<file path="src/rtl/alu_sequencer.sv">
// Instruction queue and issue FSM in front of a registered 8-bit ALU.
// Instructions run strictly in load order; the ALU sees IDLE_OP whenever nothing is issued.
module alu_sequencer #(
    parameter int         DEPTH   = 8,
    parameter logic [3:0] IDLE_OP = 4'b1001
) (
    input  logic                     clk,
    input  logic                     rst,
    input  logic                     in_valid,
    output logic                     in_ready,
    input  logic [3:0]               in_opcode,
    input  logic [7:0]               in_a,
    input  logic [7:0]               in_b,
    input  logic                     start,
    output logic                     busy,
    output logic                     done,
    output logic [3:0]               alu_opcode,
    output logic [7:0]               alu_a,
    output logic [7:0]               alu_b,
    input  logic [7:0]               alu_out,
    output logic                     res_valid,
    input  logic                     res_ready,
    output logic [7:0]               res_data,
    output logic [$clog2(DEPTH)-1:0] res_index,
    output logic                     res_err
);

    localparam int             IDX_W  = $clog2(DEPTH);
    localparam logic [IDX_W:0] FULL   = (IDX_W + 1)'(DEPTH);
    localparam logic [IDX_W:0] ONE    = (IDX_W + 1)'(1);
    localparam logic [3:0]     OP_DIV = 4'b0011;

    typedef enum logic [1:0] {IDLE, ISSUE, WAIT, RESULT} state_t;

    state_t           state;
    logic [3:0]       q_op [DEPTH];
    logic [7:0]       q_a  [DEPTH];
    logic [7:0]       q_b  [DEPTH];
    logic [IDX_W-1:0] wr_ptr;
    logic [IDX_W-1:0] rd_ptr;
    logic [IDX_W-1:0] rd_next;
    logic [IDX_W:0]   count;
    logic [IDX_W-1:0] idx;
    logic             issue_div0;

    logic             load;
    logic [3:0]       head_op;
    logic [7:0]       head_a;
    logic [7:0]       head_b;
    logic             head_div0;
    logic [3:0]       drv_op;
    logic [7:0]       drv_a;
    logic [7:0]       drv_b;

    assign in_ready = (state == IDLE) && (count != FULL);
    assign load     = in_valid && in_ready;
    assign busy     = (state != IDLE);
    assign rd_next  = rd_ptr + IDX_W'(1);

    // The entry that will be on the ALU in the next ISSUE cycle: a load landing on an
    // empty queue in the start cycle, or the entry behind the one being popped.
    always_comb begin
        // NOTE: every always_comb output gets a default first so no path can infer a latch.
        head_op = q_op[rd_ptr];
        head_a  = q_a[rd_ptr];
        head_b  = q_b[rd_ptr];
        if (state == IDLE && count == '0) begin
            head_op = in_opcode;
            head_a  = in_a;
            head_b  = in_b;
        end else if (state == RESULT) begin
            head_op = q_op[rd_next];
            head_a  = q_a[rd_next];
            head_b  = q_b[rd_next];
        end
    end

    // A divide by zero never reaches the ALU; it is parked instead.
    assign head_div0 = (head_op == OP_DIV) && (head_b == 8'd0);
    assign drv_op    = head_div0 ? IDLE_OP : head_op;
    assign drv_a     = head_div0 ? 8'd0 : head_a;
    assign drv_b     = head_div0 ? 8'd0 : head_b;

    // NOTE: queue storage has no reset; count and the pointers define which entries are valid.
    always_ff @(posedge clk) begin
        if (load) begin
            q_op[wr_ptr] <= in_opcode;
            q_a[wr_ptr]  <= in_a;
            q_b[wr_ptr]  <= in_b;
        end
    end

    // NOTE: state registers use non-blocking assignments so every flop samples pre-edge values.
    always_ff @(posedge clk or posedge rst) begin
        if (rst) begin
            state      <= IDLE;
            wr_ptr     <= '0;
            rd_ptr     <= '0;
            count      <= '0;
            idx        <= '0;
            issue_div0 <= 1'b0;
            alu_opcode <= IDLE_OP;
            alu_a      <= 8'd0;
            alu_b      <= 8'd0;
            res_valid  <= 1'b0;
            res_data   <= 8'd0;
            res_index  <= '0;
            res_err    <= 1'b0;
            done       <= 1'b0;
        end else begin
            done <= 1'b0;
            case (state)
                IDLE: begin
                    if (load) begin
                        wr_ptr <= wr_ptr + IDX_W'(1);
                        count  <= count + ONE;
                    end
                    if (start && (count != '0 || load)) begin
                        state      <= ISSUE;
                        idx        <= '0;
                        issue_div0 <= head_div0;
                        alu_opcode <= drv_op;
                        alu_a      <= drv_a;
                        alu_b      <= drv_b;
                    end
                end
                ISSUE: begin
                    alu_opcode <= IDLE_OP;
                    alu_a      <= 8'd0;
                    alu_b      <= 8'd0;
                    if (issue_div0) begin
                        res_data  <= 8'hFF;
                        res_err   <= 1'b1;
                        res_index <= idx;
                        res_valid <= 1'b1;
                        state     <= RESULT;
                    end else begin
                        state <= WAIT;
                    end
                end
                WAIT: begin
                    res_data  <= alu_out;
                    res_err   <= 1'b0;
                    res_index <= idx;
                    res_valid <= 1'b1;
                    state     <= RESULT;
                end
                RESULT: begin
                    if (res_ready) begin
                        res_valid <= 1'b0;
                        rd_ptr    <= rd_next;
                        count     <= count - ONE;
                        idx       <= idx + IDX_W'(1);
                        if (count > ONE) begin
                            state      <= ISSUE;
                            issue_div0 <= head_div0;
                            alu_opcode <= drv_op;
                            alu_a      <= drv_a;
                            alu_b      <= drv_b;
                        end else begin
                            state <= IDLE;
                            done  <= 1'b1;
                        end
                    end
                end
                default: state <= IDLE;
            endcase
        end
    end

endmodule

</file>
<file path="config.mk">
export PLATFORM = sky130hd
export DESIGN_NAME = alu_sequencer
export DESIGN_NICKNAME = d
export VERILOG_FILES = /design/src/rtl/alu_sequencer.sv
export SDC_FILE = /design/constraint.sdc
export NUM_CORES = 1
export LEC_CHECK = 0
export BUFFER_PORTS_ARGS = -buffer_cell sky130_fd_sc_hd__clkbuf_2
export CORE_AREA = 4 4 123 149
export CTS_CLUSTER_DIAMETER = 40
export DETAILED_ROUTE_END_ITERATION = 8
export DIE_AREA = 0 0 127 153
export HOLD_SLACK_MARGIN = 0.15
export PLACE_DENSITY = 0.78
export SYNTH_ARGS = -nofsm -noshare
export SYNTH_HDL_FRONTEND = slang
export SYNTH_SLANG_ARGS = --single-unit
</file>
<file path="constraint.sdc">
create_clock -name clk -period 5.23 [get_ports clk]
set_input_delay 0.523 -clock clk [delete_from_list [all_inputs] [get_ports clk]]
set_output_delay 0.523 -clock clk [all_outputs]
set_load 0.01 [all_outputs]
</file>
---- Word-level counts from Yosys, hierarchy flattened ----
Memory sizes are Yosys's and may differ from the RTL's.
Cells that the tools add are included.
storage, ports and cells
  bits of input ports ..................... 33
  memories ................................ 3
  logic and storage cells ................. 106
  output and inout port bits .............. 36
  memory bits (writable) .................. 160
  register bits after elaboration ......... 50
cells by class
  reductions and logical operators ........ 24
  equal/unequal tests ..................... 10
  $add $sub $neg .......................... 5
  $lt $le $gt $ge ......................... 1
  muxes and demuxes ....................... 49
memories
  name  words  width  read ports  clocked after memory_dff  wr ports  line  RTL
  q_a   8      8      2           0                         1         37    logic [7:0] q_a [DEPTH];
  q_b   8      8      2           0                         1         38    logic [7:0] q_b [DEPTH];
  q_op  8      4      2           0                         1         36    logic [3:0] q_op [DEPTH];
operators by type and width
  operator                                            number
  two-way mux 8 bit                                   13
  case mux 8 bit (3 select lines)                     2
  two-way mux 4 bit                                   8
  case mux 8 bit (2 select lines)                     1
  two-way mux 1 bit                                   12
  case mux 3 bit (2 select lines)                     2
  case mux 4 bit (3 select lines)                     1
  adder 3 x 1 -> 3 bit, second input constant         3
  two-way mux 3 bit                                   3
  AND reduction 3 bit                                 3
  logical NOT 8 bit                                   1
  case mux 2 bit (4 select lines)                     1
  case mux 4 bit (2 select lines)                     1
  AND reduction 2 bit                                 4
  AND reduction 4 bit                                 2
  inequality test 2 bit, second input constant        3
  nonzero test 2 bit                                  3
  nonzero test 3 bit                                  2
  logical AND 1 bit                                   5
  adder 4 x 1 -> 4 bit, second input constant         1
  == test 2 bit, second input constant                2
  == test 4 x 2 -> 1 bit, second input constant       1
  > comparator 4 x 1 -> 1 bit, second input constant  1
  logical NOT 4 bit                                   1
  other kinds (10)                                    13

---- Depth between registers and ports, before layout ----
Gate-level depths: netlist (run 1).
An unclocked memory read counts as a cell.
  depth after elaboration ................. 10
  mapped depth ............................ 11

---- Least setup slack after synthesis (run 1) ----
No wires, ideal clock.
  path kind ............................... register to register
  start ................................... register state[0]
  end ..................................... memory q_a[4][0], enable pin
  cell stages (with the launch flop) ...... 7
  required time ........................... 4.774 ns
  arrival time ............................ 3.585 ns
  buffers on the path ..................... 0
  slack ................................... 1.189 ns
  cell sequence ........................... dfrtp_1 inv_1 ha_1 inv_1 a31oi_1 nand2_1 nor4b_1
on the way
  longest elaborated chain between the ends .. 5
ends and longest elaborated chain
  element                                  line  RTL
  start: declaration                       35    state_t state;
  start signal: assignment                 96    state <= IDLE;
  start signal: assignment                 119   state <= ISSUE;
  start signal: assignment                 136   state <= RESULT;
  logical NOT 2 bit                        55    assign in_ready = (state == IDLE) && (count != FULL);
  logical AND 1 bit                        55
  via in_ready                             10    output logic in_ready,
  logical AND 1 bit                        56    assign load = in_valid && in_ready;
  two-way mux 1 bit                        86    if (load) begin
  two-way mux 1 bit (not written as such)  88    q_a[wr_ptr] <= in_a;
  end: declaration                         37
The timed path passes the listed nets, and every way through them passes these cells.

---- Worst setup path in the final report (run 1) ----
  start ................................... register rd_ptr[1]
  end ..................................... register alu_a[0]
on the way
  longest elaborated chain between the ends .. 10
  elaborated cells between the ends (all ways) .. 18
  classes of those cells .................. add/sub: 1; eq/ne: 1; mux: 11; reduce/logical: 2; memory: 3
ends and longest elaborated chain
  element                                                                    line  RTL
  start: declaration                                                         40    logic [IDX_W-1:0] rd_ptr;
  start signal: assignment                                                   151   rd_ptr <= rd_next;
  adder 3 x 1 -> 3 bit                                                       58    assign rd_next = rd_ptr + IDX_W'(1);
  memory read (8 x 4 bit) / memory read (8 x 8 bit) (equally long branches)  n/a
  two-way mux 4 bit / two-way mux 8 bit (equally long branches)              71    end else if (state == RESULT) begin
  two-way mux 4 bit / two-way mux 8 bit (equally long branches)              67    if (state == IDLE && count == '0) begin
  == test 4 x 2 -> 1 bit / logical NOT 8 bit (equally long branches)         79    assign head_div0 = (head_op == OP_DIV) && (head_b == 8'd0);
  logical AND 1 bit                                                          79
  two-way mux 8 bit *                                                        81    assign drv_a = head_div0 ? 8'd0 : head_a;
  two-way mux 8 bit                                                          154   if (count > ONE) begin
  two-way mux 8 bit                                                          149   if (res_ready) begin
  case mux 8 bit (3 select lines) *                                          112   case (state)
  end signal: assignment                                                     123   alu_a <= drv_a;
  end signal: assignment                                                     158   alu_a <= drv_a;
  end: declaration                                                           18    output logic [7:0] alu_a,
Every way passes the cells marked *; elsewhere a longest branch is shown, timed or not. The select of a mux whose other input is x is not followed.
A chain may end at the register's enable or synchronous reset.

==> results.toml, run 1 <==
[detailed_routing]
drc = 0
firstDrtPassIters = 5
drtIter0Drc = 500
num_vias = 6091
via_per_inst = 6.613
post_drt_wl_per_cell_um = 24.40
ant_nets = 0
routed_wl_mm = 22.47

[sta]
finalSetupViolCount = 0
tightest_slew_ps = 929.0
rsz0062_at_grt = "no"
clock.fmax_mhz = 276.8
final_max_slew_viol_count = 0
clock_skew_ps = 14.72
slew_headroom_pct = 37.97
fin_setup_tns_ps = 0
fin_crit_sh_pct = 69.09
period_needed_ps = 3613
hold_viol = 0

[cells_and_area]
nNetsFinal = 731
final_cell_mix = "edfxtp_1 (160), mux4_2 (69), clkbuf_2 (68), dfrtp_1 (46), nand2_1 (41)"
diodes = 0
area_delta_synth_final_pct = 13.57
layout.cells.most_common = "edfxtp_1"
drive_above_1_share_pct = 32.34
fin_util_pct = 67.49

[floorplanning]
die_w_um = 127
initial_core_util_pct = 59.42
die_area_mm2 = 0.01943
core_mm2 = 0.01679
ios = 69
rows = 52
fp.dieH_um = 153

[synthesis]
synth_seq_cells = 210
synth.distinct_cells = 54
synth.avg_cell_area_um2 = 16.19
synth-seq-area-share_pct = 60.74
syn-instance-count = 616
yosysWarnings = 0
synth.cell_area_mm2 = 0.009975
synth_edf_count = 160
async_reset_ff_share_pct = 23.81
synthesis.nets = 660
synth_ff_type = "edfxtp_1"

[pwr]
internal_power_mw = 4.521
ir_worst_vdd_mv = 0.3060
seqPwrFrac_pct = 32.5
p_sw_mw = 2.510
switching_share_pct = 35.70
p_comb_share_pct = 44.4
power.density_mw_per_mm2 = 620.7
leakage_nw = 4.101
p_clk_share_pct = 23.1

[setup_path]
worst-path-buf-inv = 2
reg2reg_from = "rd_ptr[1]"
critPathTopFamily = "buffers and inverters"
critPathKind = "reg -> reg"
slowest_delay_ps = 740
r2r_end = "alu_a[0]"
slowest_stage = "xor2_4"
cp_cell_sequence = "buf_4 > ha_2 > xor2_4 > buf_4 > mux2i_1 > o221ai_1 > and4b_1 > nand4_4 > a32o_1"
cp-start-kind = "register"
required_ps = 5620
crit_path_end_kind = "register"
ff2ff_path_depth = 9
crit_top_cell = "buf_4"
crit_fanout = 31
crit_arrival_ps = 4000
rrSetupSlack_ps = 1620

[placed_design]
port_buffers = 68
gp_congestion = 0.8197
hpwl_mm = 14.10

[global_route]
met1_usage_pct = 29.98
overflow = 0
grt_max_degree = 51
grt_pass1_wl_mm = 35.25
antenna_found_initial = 0
first_global_vias = 6355
use_met2_pct = 39.98
use_met3_pct = 4.363
busiest_layer = "met2"
grtUsageTotal_pct = 23.21

[clocking]
cts_buffer_depth = 3
cts_tree = "yes"
clock_latency_ps = 510
cts_root_buf = "clkbuf_16"
path_clk_slew_ps = 60
cts.sinks = 210
numCtsBuffers = 24
post_cts_buffers = 0
postCtsHoldBufs = 0
htreeDepth = 1
cts-resized-gates = 0

[flow_run]
cap_viol_max_count = 0

[outcome]
run_status = "finished clean"

[worst_hold_path]
hold_class = "in -> async"
[flip-flops by register name, indices dropped and copies added (netlist names), 4 cells and up]
| register | cells |
|---|---|
| q_a | 64 |
| q_b | 64 |
| q_op | 32 |
| alu_a | 8 |
| alu_b | 8 |
| res_data | 8 |
| alu_opcode | 4 |
| count | 4 |
[per-layer routing]
metal  vias up  part of all wire, %
met1      3143                   38
li1       2610                    -
met3        49                  7.8
met5         -                    0
met2       289                   52
met4         0                  2.6
[worst min-delay path, cell delays in order]
cell,delay (ps)
clkbuf_2,90
inv_2,30
buf_4,500
[cell families (layout without fill, tap and decap cells)]
| family | after synthesis | in the layout | synth area share [%] |
|---|---|---|---|
| flops | 210 | 210 | 60.74 |
| buf+inv | 61 | 150 | 3.048 |
| simple gates | 103 | 103 | 5.218 |
| mux | 129 | 129 | 22.34 |
| compound gates | 94 | 94 | 6.385 |
| fa+ha+maj | 11 | 11 | 1.380 |
| xor+xnor | 8 | 8 | 0.8907 |
[cells in the mapped netlist (all sizes together), types with 4 or more instances]
cell type	instances	area, µm²
o22ai	15	93.84
clkbuf	13	48.80
a22o	7	61.31
buf	27	176.4
a21oi	17	85.08
o221ai	5	43.79
a31oi	9	56.30
mux2i	37	370.4
dfrtp	48	1201
mux2	20	225.2
o21ai	20	100.1
ha	11	137.6
inv	20	75.07
nor4	4	25.02
edfxtp	160	4805
nor3	5	36.29
nor2	28	105.1
nand2	41	153.9
a32o	10	100.1
nand2b	4	25.02
xnor2	7	61.31
mux4	72	1633
[worst max path at each step]
stage / depth (start not counted) / slack (ps) / from / endpoint
5_1_grt: 9 / 1430 / rd_ptr[1] / alu_a[0]
3_5_place_dp: 9 / 1610 / rd_ptr[1] / alu_a[2]
3_3_place_gp: 9 / 1760 / rd_ptr[1] / alu_a[3]
6_report: 9 / 1620 / rd_ptr[1] / alu_a[0]
4_1_cts: 9 / 1620 / rd_ptr[1] / alu_a[0]
2_1_floorplan: 6 / 1190 / state[0] / q_a[4][0]
[power by group through the flow]
stage | registers [mW] | logic, mW | clock network (mW)
after global routing | 2.31 | 3.36 | 1.73
final | 2.28 | 3.12 | 1.62
after CTS | 2.28 | 3.12 | 1.64
after floorplan | 2.23 | 2.48 | 0
after global placement | 2.29 | 3.00 | 0
after detailed placement | 2.31 | 3.10 | 0
[stage by stage]
stage               hold WS [ps]  instances  power, mW  worst slack, ps  area (µm²)
finish                     166.9        921      7.032             1617       11330
global route               224.6        921      7.398             1426       11330
CTS                        183.9        921      7.050             1625       11330
detailed placement         471.5        877      5.417             1610       10550
global placement           471.3        877      5.298             1757       10550
floorplan                  479.1        616      4.711             1189        9975
[final cells by class]
type / instances / area (µm²)
flip-flops and latches: 210 / 6063
fillers: 1089 / 5458
multi-input cells: 345 / 3670
clock buffers: 35 / 663.1
repair buffers: 85 / 467.9
well taps: 216 / 270.3
clock inverters: 9 / 115.1
inverters: 21 / 78.83
(Power assumes the default switching activity.)
==> run 2, diff against run 1 <==
clock period = 3.6 ns   (was 5.23 ns; I/O delays follow)
==> results.toml, run 2 (same netlist as run 1, synthesis figures left out) <==
[detailed_routing]
ant_nets = 0
via_per_inst = 6.536
drc = 0
num_vias = 6222
drtIter0Drc = 548
routed_wl_mm = 23.92
firstDrtPassIters = 5
post_drt_wl_per_cell_um = 25.12

[clocking]
cts.sinks = 210
path_clk_slew_ps = 60
cts-resized-gates = 0
clock_latency_ps = 520
cts_buffer_depth = 3
htreeDepth = 1
numCtsBuffers = 27
cts_root_buf = "clkbuf_16"
cts_tree = "yes"

[setup_path]
critPathKind = "reg -> reg"
slowest_stage = "ha_2"
rrSetupSlack_ps = 390
cp_cell_sequence = "ha_2 > mux4_2 > mux2i_1 > o22ai_1 > a21oi_1 > and4b_1 > nand4_4 > a32o_1"
crit_path_end_kind = "register"
r2r_end = "alu_a[7]"
reg2reg_from = "rd_ptr[0]"
crit_arrival_ps = 3610
slowest_delay_ps = 690
crit_fanout = 18
required_ps = 4000
cp-start-kind = "register"
ff2ff_path_depth = 8

[cells_and_area]
fin_area_mm2 = 0.01179
diodes = 0
register_area_mm2 = 0.006063
final_cell_mix = "edfxtp_1 (160), mux4_2 (69), clkbuf_2 (68), dfrtp_1 (46), nand2_1 (41)"
nNetsFinal = 760
fillers = 1023
drive_above_1_share_pct = 33.70
fin_util_pct = 70.26
layout.cells.most_common = "edfxtp_1"
instances_no_fill = 952
area_delta_synth_final_pct = 18.24
reg.largest.list = "q_a: 64 flops, q_b: 64 flops, q_op: 32 flops"
multiInputGateArea_mm2 = 0.003687

[worst_hold_path]
worstHoldStart = "in_a[2]"
hold_class = "in -> reg"
hold_depth = 1
holdPathEnd = "q_a[7][2]"

[pwr]
ir_worst_vdd_mv = 0.5435
leakage_nw = 4.314
finalPower_mw = 10.82
power.density_mw_per_mm2 = 917.5

[sta]
finalSetupViolCount = 0
hold_viol = 0
clock.fmax_mhz = 311.7
hold_slack_ps = 157.7
tightest_slew_ps = 1217
period_needed_ps = 3209
rsz0062_at_grt = "no"
fin_setup_tns_ps = 0
slew_headroom_pct = 18.60
final_max_slew_viol_count = 0
setup_ws_ps = 391.3
fin_crit_sh_pct = 89.13
clock_skew_ps = 9.760

[global_route]
busiest_layer = "met2"
first_global_vias = 6559
grt_pass1_wl_mm = 37.21
use_met3_pct = 3.630
overflow = 0
grtUsageTotal_pct = 24.54
grt_max_degree = 71
met1_usage_pct = 33.10
use_met2_pct = 42.10
antenna_found_initial = 0

[floorplanning]
die_w_um = 127
initial_core_util_pct = 59.42
fp.dieH_um = 153
ios = 69
core_mm2 = 0.01679
die_area_mm2 = 0.01943
rows = 52

[placed_design]
gp_congestion = 0.8431
dpl.cell_count = 886
post-place-ws_ps = 488.9
hpwl_mm = 14.88
port_buffers = 68
dpl-instance-area_mm2 = 0.01070

[outcome]
run_status = "finished clean"

[flow_run]
cap_viol_max_count = 0
-- run 2: worst max-delay path: cells and delay by family (launching register included) --
| kind | cells | cell delay (ps) |
|---|---|---|
| simple gates | 2 | 600 |
| fa+ha+maj | 1 | 690 |
| compound gates | 3 | 750 |
| flops | 1 | 490 |
| mux | 2 | 550 |
-- run 2: per-layer routing --
layer,vias up,wire (µm)
met5,-,0
met2,274,12430
met3,46,1683
li1,2681,-
met1,3221,9316
met4,0,485
-- run 2: final cells by class --
class                   count  area share [%]
flip-flops and latches    210           51.41
multi-input cells         345           31.26
repair buffers            111           6.514
clock buffers              28           5.761
well taps                 216           2.292
clock inverters            21           2.090
inverters                  21          0.6684
-- run 2: how the worst max path moves through the flow --
stage | endpoint | slack, ps | cells past startpoint | startpoint
2_1_floorplan | q_a[5][0] | -30 | 8 | state[0]
3_3_place_gp | alu_a[1] | 550 | 8 | rd_ptr[0]
5_1_grt | alu_a[4] | 270 | 8 | rd_ptr[0]
4_1_cts | alu_a[7] | 420 | 8 | rd_ptr[0]
6_report | alu_a[7] | 390 | 8 | rd_ptr[0]
3_5_place_dp | alu_a[7] | 490 | 8 | rd_ptr[0]
-- run 2: timing repair --
action,CTS,global route
setup buffers,0,0
setup endpoints to repair,0,0
hold buffers,17,0
hold endpoints to repair,115,0
-- run 2: report_power, final --
group	internal (mW)	total, mW	switching (mW)
clock network	1.63	2.71	1.08
registers	2.98	3.27	0.291
logic	2.29	4.84	2.56
